<file path="src/rtl/raycast_pkg.sv">
// raycast_pkg: shared raycaster constants and the column scheduler FSM state type.
package raycast_pkg;
    localparam int SCREEN_W   = 640;
    localparam int ANGLE_W    = 10;
    localparam int ANGLE_FRAC = 8;
    localparam int ANGLE_STEP = 43;
    localparam int FOV_HALF   = 13696;
    localparam int HEIGHT_W   = 9;
    localparam int TIMEOUT    = 4095;
    localparam int CW         = $clog2(SCREEN_W);
    localparam int ACC_W      = ANGLE_W + ANGLE_FRAC;
    localparam int TCNT_W     = $clog2(TIMEOUT + 1);
    typedef enum logic [2:0] {S_IDLE, S_ISSUE, S_WAIT, S_WRITE, S_DONE} state_t;
endpackage

</file>
<file path="src/rtl/ray_column_scheduler.sv">
// ray_column_scheduler: issues one ray job per screen column each frame and writes
// the returned wall heights into the column buffer.
module ray_column_scheduler
    import raycast_pkg::*;
(
    input  logic                clk,
    input  logic                reset,
    input  logic                frame_start,
    input  logic [ANGLE_W-1:0]  player_angle,
    input  logic                err_clear,
    output logic                ray_start,
    output logic [ANGLE_W-1:0]  ray_angle,
    output logic [CW-1:0]       ray_col,
    input  logic                ray_done,
    input  logic [HEIGHT_W-1:0] ray_height,
    output logic                col_we,
    output logic [CW-1:0]       col_waddr,
    output logic [HEIGHT_W-1:0] col_wdata,
    output logic                busy,
    output logic                frame_done,
    output logic                err_overrun,
    output logic                err_timeout
);
    state_t              r_state, w_next;
    logic [ACC_W-1:0]    r_acc;
    logic [CW-1:0]       r_col, r_ray_col;
    logic [ANGLE_W-1:0]  r_ray_angle;
    logic [TCNT_W-1:0]   r_tcnt;
    logic [HEIGHT_W-1:0] r_height;
    logic                r_err_overrun, r_err_timeout;
    logic                w_accept, w_busy, w_tmo, w_last;
    logic [ACC_W-1:0]    w_acc_init;

    assign w_busy     = (r_state == S_ISSUE) || (r_state == S_WAIT) || (r_state == S_WRITE);
    assign w_accept   = frame_start && ((r_state == S_IDLE) || (r_state == S_DONE));
    // Counter starts at 0 on the first WAIT cycle, so TIMEOUT wait cycles end at TIMEOUT-1.
    assign w_tmo      = (r_state == S_WAIT) && !ray_done && (r_tcnt == TCNT_W'(TIMEOUT - 1));
    assign w_last     = r_col == CW'(SCREEN_W - 1);
    assign w_acc_init = {player_angle, {ANGLE_FRAC{1'b0}}} - ACC_W'(FOV_HALF);

    always_comb begin
        w_next = r_state;
        unique case (r_state)
            S_IDLE:  w_next = frame_start ? S_ISSUE : S_IDLE;
            S_ISSUE: w_next = S_WAIT;
            S_WAIT:  w_next = (ray_done || w_tmo) ? S_WRITE : S_WAIT;
            S_WRITE: w_next = w_last ? S_DONE : S_ISSUE;
            S_DONE:  w_next = frame_start ? S_ISSUE : S_IDLE;
            default: w_next = S_IDLE;
        endcase
    end

    always_ff @(posedge clk or posedge reset) begin
        if (reset) begin
            r_state       <= S_IDLE;
            r_acc         <= '0;
            r_col         <= '0;
            r_ray_col     <= '0;
            r_ray_angle   <= '0;
            r_tcnt        <= '0;
            r_height      <= '0;
            r_err_overrun <= 1'b0;
            r_err_timeout <= 1'b0;
        end else begin
            r_state <= w_next;
            if (w_accept) begin
                r_acc <= w_acc_init;
                r_col <= '0;
            end
            if (r_state == S_WRITE && !w_last) begin
                r_col <= r_col + CW'(1);
                r_acc <= r_acc + ACC_W'(ANGLE_STEP);
            end
            r_tcnt <= (r_state == S_ISSUE) ? '0 : (r_state == S_WAIT) ? r_tcnt + TCNT_W'(1) : r_tcnt;
            if (r_state == S_ISSUE) begin
                r_ray_angle <= r_acc[ACC_W-1 -: ANGLE_W];
                r_ray_col   <= r_col;
            end
            if (r_state == S_WAIT && (ray_done || w_tmo))
                r_height <= ray_done ? ray_height : '0;
            r_err_overrun <= err_clear ? 1'b0 : (r_err_overrun || (frame_start && w_busy));
            r_err_timeout <= err_clear ? 1'b0 : (r_err_timeout || w_tmo);
        end
    end

    assign ray_start   = r_state == S_ISSUE;
    assign ray_angle   = ray_start ? r_acc[ACC_W-1 -: ANGLE_W] : r_ray_angle;
    assign ray_col     = ray_start ? r_col : r_ray_col;
    assign col_we      = r_state == S_WRITE;
    assign col_waddr   = col_we ? r_col : '0;
    assign col_wdata   = col_we ? r_height : '0;
    assign busy        = w_busy;
    assign frame_done  = r_state == S_DONE;
    assign err_overrun = r_err_overrun;
    assign err_timeout = r_err_timeout;
endmodule

</file>
<file path="config.mk">
export PLATFORM = sky130hd
export DESIGN_NAME = ray_column_scheduler
export DESIGN_NICKNAME = d
export VERILOG_FILES = /design/src/rtl/raycast_pkg.sv /design/src/rtl/ray_column_scheduler.sv
export SDC_FILE = /design/constraint.sdc
export NUM_CORES = 1
export LEC_CHECK = 0
export BUFFER_PORTS_ARGS = -buffer_cell sky130_fd_sc_hd__buf_2
export CORE_ASPECT_RATIO = 0.5
export CORE_MARGIN = 4
export CORE_UTILIZATION = 50
export CTS_BUF_LIST = sky130_fd_sc_hd__clkbuf_8
export DETAILED_ROUTE_END_ITERATION = 6
export GPL_TIMING_DRIVEN = 0
export PLACE_DENSITY = 0.7
export SLEW_MARGIN = 20
export SYNTH_ARGS = -nofsm -noshare
export SYNTH_HDL_FRONTEND = slang
export SYNTH_SLANG_ARGS = --single-unit
</file>
<file path="constraint.sdc">
create_clock -name clk -period 5 [get_ports clk]
set_input_delay 0.25 -clock clk [delete_from_list [all_inputs] [get_ports clk]]
set_output_delay 0.25 -clock clk [all_outputs]
set_load 0.1 [all_outputs]
</file>
Word level (Yosys, flattened, before mapping)
Index checks and enable logic that the tools add are counted.
- word-level logic and storage cells: 54
- output and inout port bits: 45
- register bits after elaboration: 74
- input port bits: 24
- equal/unequal tests: 6
- reductions and logical operators: 18
- add/subtract/negate cells: 4
- muxes and demuxes: 17
- operator list (kind ; count):
    10-bit two-way mux ; 5
    18-bit two-way mux ; 2
    12-bit two-way mux ; 2
    18-bit by 6-bit adder with 18-bit output, second input constant ; 1
    9-bit two-way mux ; 2
    18-bit by 14-bit subtractor with 18-bit output, second input constant ; 1
    12-bit by 1-bit adder with 12-bit output, second input constant ; 1
    12-bit equality test, second input constant ; 1
    3-bit one-hot mux with 4 select lines ; 1
    10-bit by 1-bit adder with 10-bit output, second input constant ; 1
    10-bit equality test, second input constant ; 1
    3-bit by 2-bit equality test with 1-bit output, second input constant ; 2
    1-bit logical AND ; 6
    1-bit logical OR ; 6
    1-bit two-way mux ; 4
    2-bit nonzero test ; 2
    3-bit by 1-bit equality test with 1-bit output, second input constant ; 1
    3-bit equality test, second input constant ; 1
    3-bit logical NOT ; 1
    3-bit two-way mux ; 1
    1-bit logical NOT ; 2
    2-bit OR reduction ; 1

Logic depth before layout (Yosys ltp)
- depth after elaboration: 6
- gate-level depth with buffers: 7
- mapped depth without buffers: 6

Worst setup path after synthesis
OpenSTA, ideal clock, no wires.
- path kind: register to register
- start point: reg r_state[2]
- end point: reg r_ray_angle[4]
- arrival time: 3.246 ns
- clock period less this slack: 3.599 ns
- cell stages (with the launch flop): 4
- buffers on the path: 1
- data required time: 4.647 ns
- slack: 1.401 ns
- setup time: 0.353 ns
- cell sequence: dfrtp_1 or3b_2 clkbuf_1 o21ai_0
- cells in the longest elaborated chain, start to end: 2
- RTL lines (item ; RTL line ; text):
    from (decl) ; ray_column_scheduler.sv:24 ; state_t r_state, w_next;
    from (signal assigned) ; ray_column_scheduler.sv:65 ; r_state <= w_next;
    3-bit by 1-bit equality test with 1-bit output ; - ;
    10-bit two-way mux ; - ;
    named net ray_angle[4] ; ray_column_scheduler.sv:12 ; output logic [ANGLE_W-1:0] ray_angle,
    to (signal assigned) ; ray_column_scheduler.sv:76 ; r_ray_angle <= r_acc[ACC_W-1 -: ANGLE_W];
    to (decl) ; ray_column_scheduler.sv:27 ; logic [ANGLE_W-1:0] r_ray_angle;
The timed path passes the listed nets, and every way through them passes these cells.
A chain may end at the register's enable or synchronous reset.

Worst setup path after layout
- start point: reg r_state[0]
- end point: out ray_col[6]
- cells in the longest elaborated chain, start to end: 2
- RTL lines (item ; RTL line ; text):
    3-bit by 1-bit equality test with 1-bit output ; ray_column_scheduler.sv:86 ; assign ray_start = r_state == S_ISSUE;
    10-bit two-way mux ; ray_column_scheduler.sv:88 ; assign ray_col = ray_start ? r_col : r_ray_col;
    to (decl) ; ray_column_scheduler.sv:13 ; output logic [CW-1:0] ray_col,
No other way between the ends.

==> results.toml <==
[outcome]
status = "finished, final reports clean"

[min_path]
min_from = "err_clear"
hold_path_end = "err_timeout$_DFF_PP0_"
hp-class = "primary input to flip-flop"
hold_depth = 2

[cts]
cts_tree = "done"
clkTransAtPathRegs_ns = 0.08
cts_root_buffer = "clkbuf_8"
clock_sinks = 74
htree_levels = 3
cts_made_buffers = 9
insertion_delay_ns = 0.35
cts-resized-gates = 0
clockBufferDepth = 2

[synthesis]
synth_area_leaders = "dfrtp_1 (49%), nand2_1 (8.6%), and2_1 (3.7%)"
ys_warn_count = 0
synth-seq-area-share_pct = 49.2
yosysUniqueCellTypes = 52
synth_top_area_share_pct = 49.2
syn_area_per_cell_um2 = 9.32
synth_edf_count = 0
synthArstFlopShare_pct = 100
ys_ff_latch = 74
synth_area_leader_cell = "dfrtp_1"
syn_inst = 404
synth_nets = 433
synth_flop_cell = "dfrtp_1"
syn-cell-area_um2 = 3760

[sta]
setup_viol = 0
rsz0062_at_grt = "false"
period_minus_slack_ns = 2.82
max_freq_mhz = 354
drv_slew = 0
worst_slew_pin_slew_ns = 0.821
holdWs_ns = 0.0645
relSlewSlack_pct = 45.0
hold_viol_final = 0
fin_skew_ns = 0.00812
min_period_over_period_pct = 56.4
tns_ns = 0

[global_route]
grt_pass1_vias = 3007
grt.total_usage_pct = 20.8
grt_pass1_wl_um = 15000
overflow = 0
grt_antenna_before_repair = 0
grt_max_degree = 54

[power_and_ir_drop]
powerDensity_nw_per_um2 = 688
pwr-share-clk_pct = 12.9
p_int_uw = 1310
ir_drop_uv = 686
swShare_pct = 57.0
power_frac_seq_pct = 31.4
p_leak_uw = 0.00221
p_switching_uw = 1740
comb_power_share_pct = 55.7
finalPower_uw = 3040

[layout]
diodes = 0
regArea_um2 = 1850
finish.utilization_pct = 60.5
stdcell_count = 586
final_cell_mix = "nand2_1 (86), dfrtp_1 (74), buf_2 (70)"
syn_to_final_growth_pct = 17.6
drive_gt1_share_pct = 19.8
multi_input_area_um2 = 1780
nets = 514
final_common_cell = "nand2_1"
fill_cells = 637

[die]
ioPinCount = 69
rows = 22
initial_core_util_pct = 51.4
die-width_um = 131
die_h_um = 69.4
die_area_um2 = 9070
core-area_um2 = 7320

[worst_setup_path]
critical_path.endpoint_type = "primary output"
r2r_start = "r_col[0]$_DFFE_PP0P_"
crit_fanout = 10
required_ns = 4.75
rr_endpoint = "r_acc[12]$_DFFE_PP0P_"
critPathKind = "flip-flop to primary output"
reg2reg_depth = 7
start_kind = "flip-flop"
worstPathArrival_ns = 2.57
rrSetupSlack_ns = 2.59

[placed_design]
numPortBuffers = 68
place_inst = 569
dpl.hpwl_um = 6430
place_congestion = 0.923

[drt]
vias = 3288
via_per_inst = 5.61
firstDrtPassIters = 5
drtIter0Drc = 270
post-route-drc-count = 0
final_antenna_net_count = 0
wire_per_inst_um = 15.2
drt_wl_total_um = 8880

[run]
maxCapViolations = 0
-- timing repair --
action                    4_1_cts  5_1_grt
buffers inserted                0        0
hold endpoints to repair       21        0
hold buffers                    1        0
-- layout make-up --
type	count	share of cell area [%]
Sequential cell	74	41.8
Clock inverter	7	0.848
Clock buffer	9	2.80
Inverter	15	1.33
Tap cell	96	2.71
Timing Repair Buffer	70	8.54
Buffer	19	1.84
Multi-Input combinational cell	296	40.1
-- metal layers --
layer / global-route usage, % / vias to the layer above / routed length (um)
li1: - / 1610 / -
met1: 30.1 / 1567 / 4310
met2: 30.4 / 101 / 3920
met3: 6.23 / 10 / 547
met4: 5.36 / 0 / 100
met5: 0 / - / 0
-- synthesized netlist by cell type, types with 6 or more instances --
master / instances
inv_1: 14
nand2_1: 86
mux2i_1: 13
nand3_1: 18
clkbuf_1: 15
dfrtp_1: 74
and2_1: 22
nand4_1: 8
o21ai_0: 22
a31oi_1: 8
a21oi_1: 14
and3_1: 6
a22o_1: 11
o311ai_0: 7
nor2_1: 17
-- how the worst max path moves through the flow --
stage	from	end	slack, ns	cells past startpoint
global route	r_state[0]$_DFF_PP0_	ray_col[6]	1.96	6
CTS	r_state[0]$_DFF_PP0_	ray_col[6]	2.11	6
finish	r_state[0]$_DFF_PP0_	ray_col[6]	2.18	6
detailed placement	r_state[0]$_DFF_PP0_	ray_col[6]	2.50	6
global placement	reset	r_acc[9]$_DFFE_PP0P_	1.96	2
floorplan	r_state[2]$_DFF_PP0_	r_ray_angle[4]$_DFF_PP0_	1.40	3
-- power groups by stage --
stage | Combinational [uW] | Clock [uW] | Sequential (uW)
finish | 1700 | 394 | 955
global route | 1810 | 437 | 984
CTS | 1700 | 405 | 953
detailed placement | 1700 | 0 | 962
global placement | 1690 | 0 | 959
floorplan | 1390 | 0 | 934
-- kinds of logic (layout without fill, tap and decap cells) --
| family | count (synthesis) | in the layout | synth area share (%) |
|---|---|---|---|
| fa+ha+maj | 5 | 5 | 1.66 |
| xor+xnor | 5 | 5 | 1.16 |
| buf+inv | 34 | 120 | 3.66 |
| compound gates | 84 | 84 | 16.0 |
| flops | 74 | 74 | 49.2 |
| simple gates | 189 | 189 | 24.9 |
| mux | 13 | 13 | 3.46 |
-- metrics by stage --
stage | worst slack, ns | instance area (um2)
floorplan | 1.40 | 3760
global placement | 1.96 | 4230
detailed placement | 2.50 | 4260
CTS | 2.11 | 4430
global route | 1.96 | 4430
finish | 2.18 | 4430
-- registers in the layout, summed over array words and instances, names as in the netlist --
| register | cells |
|---|---|
| r_state | 3 |
| r_col | 10 |
| err_overrun | 1 |
| r_height | 9 |
| err_timeout | 1 |
| r_ray_angle | 10 |
| r_ray_col | 10 |
| r_tcnt | 12 |
| r_acc | 18 |
-- worst max-delay path, cell delays in order (launching register included) --
cell,delay [ns]
dfrtp_1,0.44
or3b_2,0.24
clkbuf_1,0.40
clkbuf_1,0.46
nand2_1,0.12
nand2_1,0.12
buf_2,0.43
Note: power is estimated with default switching activity, not from simulation.
